### src/rtl/encoder8to3_scan.sv
// encoder8to3_scan
// ----------------
// Sequential 8-to-3 encoder. Accepts a multi-hot request vector over a
// valid/ready handshake and emits the 3-bit index of every set bit, one
// index per output beat, over a second valid/ready handshake. The final
// beat of each vector is flagged with out_last.
//
// Build option:
//   ENC_HIGH_FIRST_EN  defined     -> bits are emitted highest index first
//                      not defined -> bits are emitted lowest index first
//
// Ports:
//   clk        rising-edge clock
//   rst_n      synchronous reset, active-low
//   in_valid   in_req is valid
//   in_ready   block can accept a vector (registered)
//   in_req     request vector, bit i maps to code i
//   out_valid  out_code is valid (registered)
//   out_ready  downstream accepts the beat
//   out_code   index of the current set bit (registered)
//   out_last   current beat is the last set bit of the vector (registered)
//   busy       a vector is being emitted (registered)
//   empty_err  one-cycle pulse after an all-zero vector is accepted
module encoder8to3_scan (
  input  logic       clk,
  input  logic       rst_n,
  input  logic       in_valid,
  output logic       in_ready,
  input  logic [7:0] in_req,
  output logic       out_valid,
  input  logic       out_ready,
  output logic [2:0] out_code,
  output logic       out_last,
  output logic       busy,
  output logic       empty_err
);

  typedef enum logic {IDLE = 1'b0, EMIT = 1'b1} state_t;

  state_t     state_reg, state_next;
  logic [7:0] pending_reg, pending_next;
  logic       in_ready_reg, in_ready_next;
  logic       out_valid_reg, out_valid_next;
  logic [2:0] out_code_reg, out_code_next;
  logic       out_last_reg, out_last_next;
  logic       busy_reg, busy_next;
  logic       empty_err_reg, empty_err_next;

  logic       in_hs;
  logic       out_hs;
  logic [7:0] code_onehot;
  logic [7:0] remaining;

  // Index of the set bit to emit next; the later assignment in the loop
  // wins, so the loop direction selects the scan order.
  function automatic logic [2:0] pick(input logic [7:0] v);
    logic [2:0] idx;
    idx = 3'd0;
`ifdef ENC_HIGH_FIRST_EN
    for (int i = 0; i < 8; i++) begin
      if (v[i]) idx = 3'(i);
    end
`else
    for (int i = 7; i >= 0; i--) begin
      if (v[i]) idx = 3'(i);
    end
`endif
    return idx;
  endfunction

  function automatic logic single_bit(input logic [7:0] v);
    return (v != 8'd0) && ((v & (v - 8'd1)) == 8'd0);
  endfunction

  assign in_hs  = in_valid & in_ready_reg;
  assign out_hs = out_valid_reg & out_ready;

  // Decode the current code back to one-hot to clear the emitted bit.
  generate
    for (genvar gi = 0; gi < 8; gi++) begin : g_onehot
      assign code_onehot[gi] = (out_code_reg == 3'(gi));
    end
  endgenerate

  assign remaining = pending_reg & ~code_onehot;

  // State register plus the registered outputs
  always_ff @(posedge clk) begin
    if (!rst_n) begin
      state_reg     <= IDLE;
      pending_reg   <= 8'd0;
      in_ready_reg  <= 1'b0;
      out_valid_reg <= 1'b0;
      out_code_reg  <= 3'd0;
      out_last_reg  <= 1'b0;
      busy_reg      <= 1'b0;
      empty_err_reg <= 1'b0;
    end else begin
      state_reg     <= state_next;
      pending_reg   <= pending_next;
      in_ready_reg  <= in_ready_next;
      out_valid_reg <= out_valid_next;
      out_code_reg  <= out_code_next;
      out_last_reg  <= out_last_next;
      busy_reg      <= busy_next;
      empty_err_reg <= empty_err_next;
    end
  end

  // Next-state logic
  always_comb begin
    state_next = state_reg;
    case (state_reg)
      IDLE: if (in_hs && (in_req != 8'd0)) state_next = EMIT;
      EMIT: if (out_hs && out_last_reg)    state_next = IDLE;
      default: state_next = IDLE;
    endcase
  end

  // Output logic: values loaded into the output registers. Handshake flags
  // follow the next state so they change on the same edge as the FSM.
  always_comb begin
    pending_next   = pending_reg;
    out_code_next  = out_code_reg;
    out_last_next  = out_last_reg;
    empty_err_next = 1'b0;
    in_ready_next  = (state_next == IDLE);
    out_valid_next = (state_next == EMIT);
    busy_next      = (state_next == EMIT);
    case (state_reg)
      IDLE: begin
        if (in_hs) begin
          if (in_req == 8'd0) begin
            empty_err_next = 1'b1;
          end else begin
            pending_next  = in_req;
            out_code_next = pick(in_req);
            out_last_next = single_bit(in_req);
          end
        end
      end
      EMIT: begin
        if (out_hs) begin
          pending_next = remaining;
          if (out_last_reg) begin
            out_last_next = 1'b0;
          end else begin
            out_code_next = pick(remaining);
            out_last_next = single_bit(remaining);
          end
        end
      end
      default: ;
    endcase
  end

  assign in_ready  = in_ready_reg;
  assign out_valid = out_valid_reg;
  assign out_code  = out_code_reg;
  assign out_last  = out_last_reg;
  assign busy      = busy_reg;
  assign empty_err = empty_err_reg;

endmodule

### config.mk
export PLATFORM = sky130hd
export DESIGN_NAME = encoder8to3_scan
export DESIGN_NICKNAME = d
export VERILOG_FILES = /design/src/rtl/encoder8to3_scan.sv
export SDC_FILE = /design/constraint.sdc
export NUM_CORES = 1
export LEC_CHECK = 0
export ABC_AREA = 1
export CORE_AREA = 3 3 59 61
export DETAILED_ROUTE_END_ITERATION = 7
export DIE_AREA = 0 0 62 64
export GPL_TIMING_DRIVEN = 0
export PLACE_DENSITY = 0.66
export SLEW_MARGIN = 20
export SYNTH_ARGS = -nofsm -noshare
export SYNTH_HDL_FRONTEND = slang
export SYNTH_SLANG_ARGS = --single-unit
### constraint.sdc
create_clock -name clk -period 1.28 [get_ports clk]
set_input_delay 0.32 -clock clk [delete_from_list [all_inputs] [get_ports clk]]
set_output_delay 0.32 -clock clk [all_outputs]
set_load 0.01 [all_outputs]
==> Word-level counts from Yosys, hierarchy flattened <==
Cells that the tools add are included.
{ "word_totals": {"input_bits": 12, "regBits": 15, "wordCells": 76, "out_inout_bits": 8} }
{ "op_classes": {"n_eq_ne": 11, "n_reduce_logical": 13, "mux": 34, "add_sub_neg": 2, "bitwise": 10} }
{ "ops": {"columns": ["cell", "count"], "rows": [
  ["2-to-1 mux 3 bit", 20],
  ["bitwise AND 8 bit", 3],
  ["zero test 8 bit", 3],
  ["2-to-1 mux 8 bit", 3],
  ["case mux 8 bit (2 select lines)", 1],
  ["nonzero test 8 bit", 2],
  ["subtractor 8 x 1 -> 8 bit, second input constant", 2],
  ["equality test 3 bit, second input constant", 4],
  ["inverter 8 bit", 1],
  ["2-to-1 mux 1 bit", 7],
  ["equality test 3 x 2 -> 1 bit, second input constant", 2],
  ["inequality test 2 bit, second input constant", 3],
  ["case mux 3 bit (2 select lines)", 1],
  ["logical AND 1 bit", 4],
  ["inverter 1 bit", 4],
  ["case mux 1 bit (2 select lines)", 2],
  ["AND reduction 4 bit", 1],
  ["equality test 3 x 1 -> 1 bit, second input constant", 1],
  ["zero test 3 bit", 1],
  ["AND reduction 3 bit", 1],
  ["OR reduction 3 bit", 1],
  ["bitwise AND 1 bit", 2],
  ["inequality test 2 x 1 -> 1 bit, second input constant", 1]
]} }

==> Depth between registers and ports, before layout <==
{ "depth": {"word_depth": 14, "depth_mapped": 11, "ltp_nobuf": 11} }

==> Least setup slack after synthesis <==
No wires, ideal clock.
{ "synth_timing": {"kind": "flip-flop to flip-flop", "from": "register busy (netlist name)", "to": "register pending_reg[1]", "setup_time_ns": 0.070, "t_arrival_ns": 1.180, "slack_ns": 0.030, "stages_incl_launch_ff": 7, "required_ns": 1.210, "path_buffers": 2, "synth_period_minus_slack_ns": 1.250, "cell_sequence": "dfxtp_1 inv_2 buf_6 buf_6 o21ai_0 nand2_2 a21oi_2"} }
{ "synth_lines": {"columns": ["item", "line", "text"], "rows": [
  ["end signal, assigned", "100", "pending_reg <= pending_next;"],
  ["end, declared", "41", "logic [7:0] pending_reg, pending_next;"]
]} }

==> Worst setup path in the final report <==
{ "layout_timing": {"from": "register out_code_reg[0] (netlist: out_code[0])", "to": "register out_last_reg (netlist: out_last)"} }
{ "layout_between": {"elab_chain_cells": 10, "word_cells_on_any_way": 18, "classes_between": "add/sub (1); eq/ne (7); mux (3); bitwise (3); reduce/logical (4)"} }
{ "layout_lines": {"columns": ["item", "line", "text"], "rows": [
  ["start, declared", "44", "logic [2:0] out_code_reg, out_code_next;"],
  ["start signal, assigned", "103", "out_code_reg <= out_code_next;"],
  ["equality test 3 x 1 -> 1 bit, or another cell as far along", "81", "assign code_onehot[gi] = (out_code_reg == 3'(gi));"],
  ["inverter 8 bit (*)", "85", "assign remaining = pending_reg & ~code_onehot;"],
  ["bitwise AND 8 bit (*)", "85", null],
  ["subtractor 8 x 1 -> 8 bit", "72", "return (v != 8'd0) && ((v & (v - 8'd1)) == 8'd0);"],
  ["bitwise AND 8 bit", "72", null],
  ["zero test 8 bit", "72", null],
  ["logical AND 1 bit (*)", "72", null],
  ["2-to-1 mux 1 bit (*)", "145", "if (out_last_reg) begin"],
  ["2-to-1 mux 1 bit (*)", "143", "if (out_hs) begin"],
  ["case mux 1 bit (2 select lines) (*)", "130", "case (state_reg)"],
  ["end signal, assigned", "104", "out_last_reg <= out_last_next;"],
  ["end, declared", "45", "logic out_last_reg, out_last_next;"]
]} }
Mark *: on every way between the ends. The rest lies on a longest branch, timed or not. The select of a mux whose other input is x is not followed.
A chain may end at the register's enable or synchronous reset.

==> metrics.txt <==
largest net degree at the start of global routing 11; critical path's slowest cell dfxtp_4; antenna violations before repair 0; Worst setup SP type flip-flop; first-pass GRT wire length 5570 um; hold path cells 3; Critical Path AT 1560 ps; via count 1339; clock slew at reported path FFs 120 ps; final worst slack -19.9 ps; HP Class in -> reg; Final nets 236; overall global routing resource usage 18.6%; WL final 3580 um; Post-Syn Nets 195; die height 64 um; Post-Syn Instances 183; Synth cell types 25; delay of the slowest cell on the worst path 400 ps; die area 0.00397 mm^2; Synth Cell Area 0.00119 mm^2; Non-Filler Instances 267; Die Width 62 um; CTS Buffer Depth 2; Final Max Slew Viols 0; initial core utilization 39.2%; Core Box Area 0.00303 mm^2; total iterations of the first detailed-routing run 4; area leader, netlist dfxtp_1; leak pwr 0.803 nW; Final Wtd Congestion 0.868; Period Utilization, post-route 102%; CTS Buf Count 3; 1st-iter DRT viols 55; Worst VDD drop 356 uV; crit path max fanout 7; status finished with violations; n_diodes 0; CTS Root Cell clkbuf_4; flop2flop setup slack -20 ps; row count 20; Yosys reg bits 15; # port buffers 19; Fmax achieved 0.769 GHz; share of cells above drive strength 1 45.3%; Avg WL per Cell 13.4 um; failing checks negative setup slack; critical path cell sequence inv_4, nand3_1, nand2_2, nand2_2, nor2_4, nor2_1, nor2_2, nand3_1, a21oi_2; pwr/cell area 892 mW/mm^2; hpwl dp 2330 um; Clock Skew 23.4 ps; unrepaired setup endpoints after global routing yes; IO Count 20; fin crit period 1300 ps; TritonCTS clock tree built; Max-cap violations 0; Final Instance Area 0.00173 mm^2; hold slack 307 ps; Final Hold Vio Count 0; # DRC 0; vias in the first global route 1187; top-count cell post-synth nand2_1; Cell Area, Placed 0.00143 mm^2; Slew HR 80.0%; asr flop ratio synth 0%; worst endpoint required time 1540 ps; ys flop type dfxtp_1; Layout area overhead 46.0%; sequential element share of the synthesized area 25.3%; placed insts 246; worst slew pin tran 300 ps; Setup TNS -19.9 ps; Finished Core Util 57.2%; count of final setup violators 1; Post-synth EDFFs 0; Worst-Skew Late Latency 310 ps; max reg flops 8; Commonest cells post-synth 48 x nand2_1, 18 x inv_1, 17 x nand2_2; total power 1.55 mW; Num Clock Sinks 15; r2r worst-path depth 9; critical path class reg -> reg; H-tree Lvls 1; Syn Area/Cell 6.48 um^2; antenna-violating nets left 0; share of the synthesized area in the top cell type 25.3%; dpl ws -587 ps; vias per inst 5.01; yosys warns 0; Worst setup EP type flip-flop; total congestion overflow 0; Area contributors post-synth dfxtp_1 25%, nand2_1 15%, nand2_2 9.0%
-- report_power, final --
| part | switching [mW] | internal [mW] | leakage [nW] | total (mW) |
|---|---|---|---|---|
| clock | 0.190 | 0.117 | 0.0177 | 0.306 |
| sequential | 0.0630 | 0.510 | 0.126 | 0.573 |
| combinational | 0.384 | 0.282 | 0.659 | 0.665 |
-- area by class of cell --
class,instances,area [um^2]
Timing Repair inverter,1,8.76
Clock inverter,1,5.00
Fill cell,283,1300
Sequential cell,15,317
Timing Repair Buffer,34,303
Multi-Input combinational cell,143,876
Tap cell,44,55.1
Buffer,4,42.5
Inverter,22,103
Clock buffer,3,22.5
-- repair_timing --
item,4_1_cts,5_1_grt
pin swaps,11,19
cloned,2,2
hold buffers,0,0
setup buffers,9,4
setup endpoints to repair,22,20
gates resized for setup,57,40
-- logic make-up (layout without fill, tap and decap cells) --
logic type	after synthesis	in the layout	share of synthesized area, %
simple gates	110	111	46.1
compound gates	32	32	18.1
buf+inv	26	65	10.4
flops	15	15	25.3
-- worst max-delay path: cells and delay by family (launching register included) --
kind            cells  cell delay, ps
simple gates        7             640
flops               1             400
compound gates      1             120
buf+inv             1              70
-- path summary, 6_finish.rpt --
path                   from             end
max             out_code[0]        out_last
min                in_valid       empty_err
max reg2reg     out_code[0]        out_last
min reg2reg  pending_reg[3]  pending_reg[3]
-- routing by layer --
layer  GRT usage (%)  routed length, um  share of wire [%]  vias up
li1                -                  -                  -      675
met3            2.02                156                4.4        7
met5               0                  0                  0        -
met4            7.43                 93                2.6        0
met2            28.0               1640                 46       45
met1            26.3               1690                 47      612
-- cell usage in the layout (no fill, tap or decap), types with 2 or more instances in the layout --
master	netlist	layout
nand2_1	48	41
nand2_2	17	20
inv_1	18	16
nor2_1	14	13
buf_4	1	13
a21oi_2	9	11
nand3_1	16	11
dfxtp_1	15	10
nand2_4	3	8
nor2_4	3	6
clkbuf_2	0	6
nand3_2	1	5
o21ai_1	0	5
a21oi_1	7	5
clkdlybuf4s15_1	0	5
o21ai_0	11	4
dfxtp_4	0	4
inv_4	0	3
o21ai_2	1	3
buf_2	0	3
nand4_1	3	3
clkbuf_4	0	3
inv_6	0	2
buf_8	0	2
nor2_2	4	2
clkbuf_16	0	2
dlygate4sd2_1	0	2
clkdlybuf4s50_1	0	2
buf_6	2	2
Note: power is estimated with default switching activity, not from simulation.
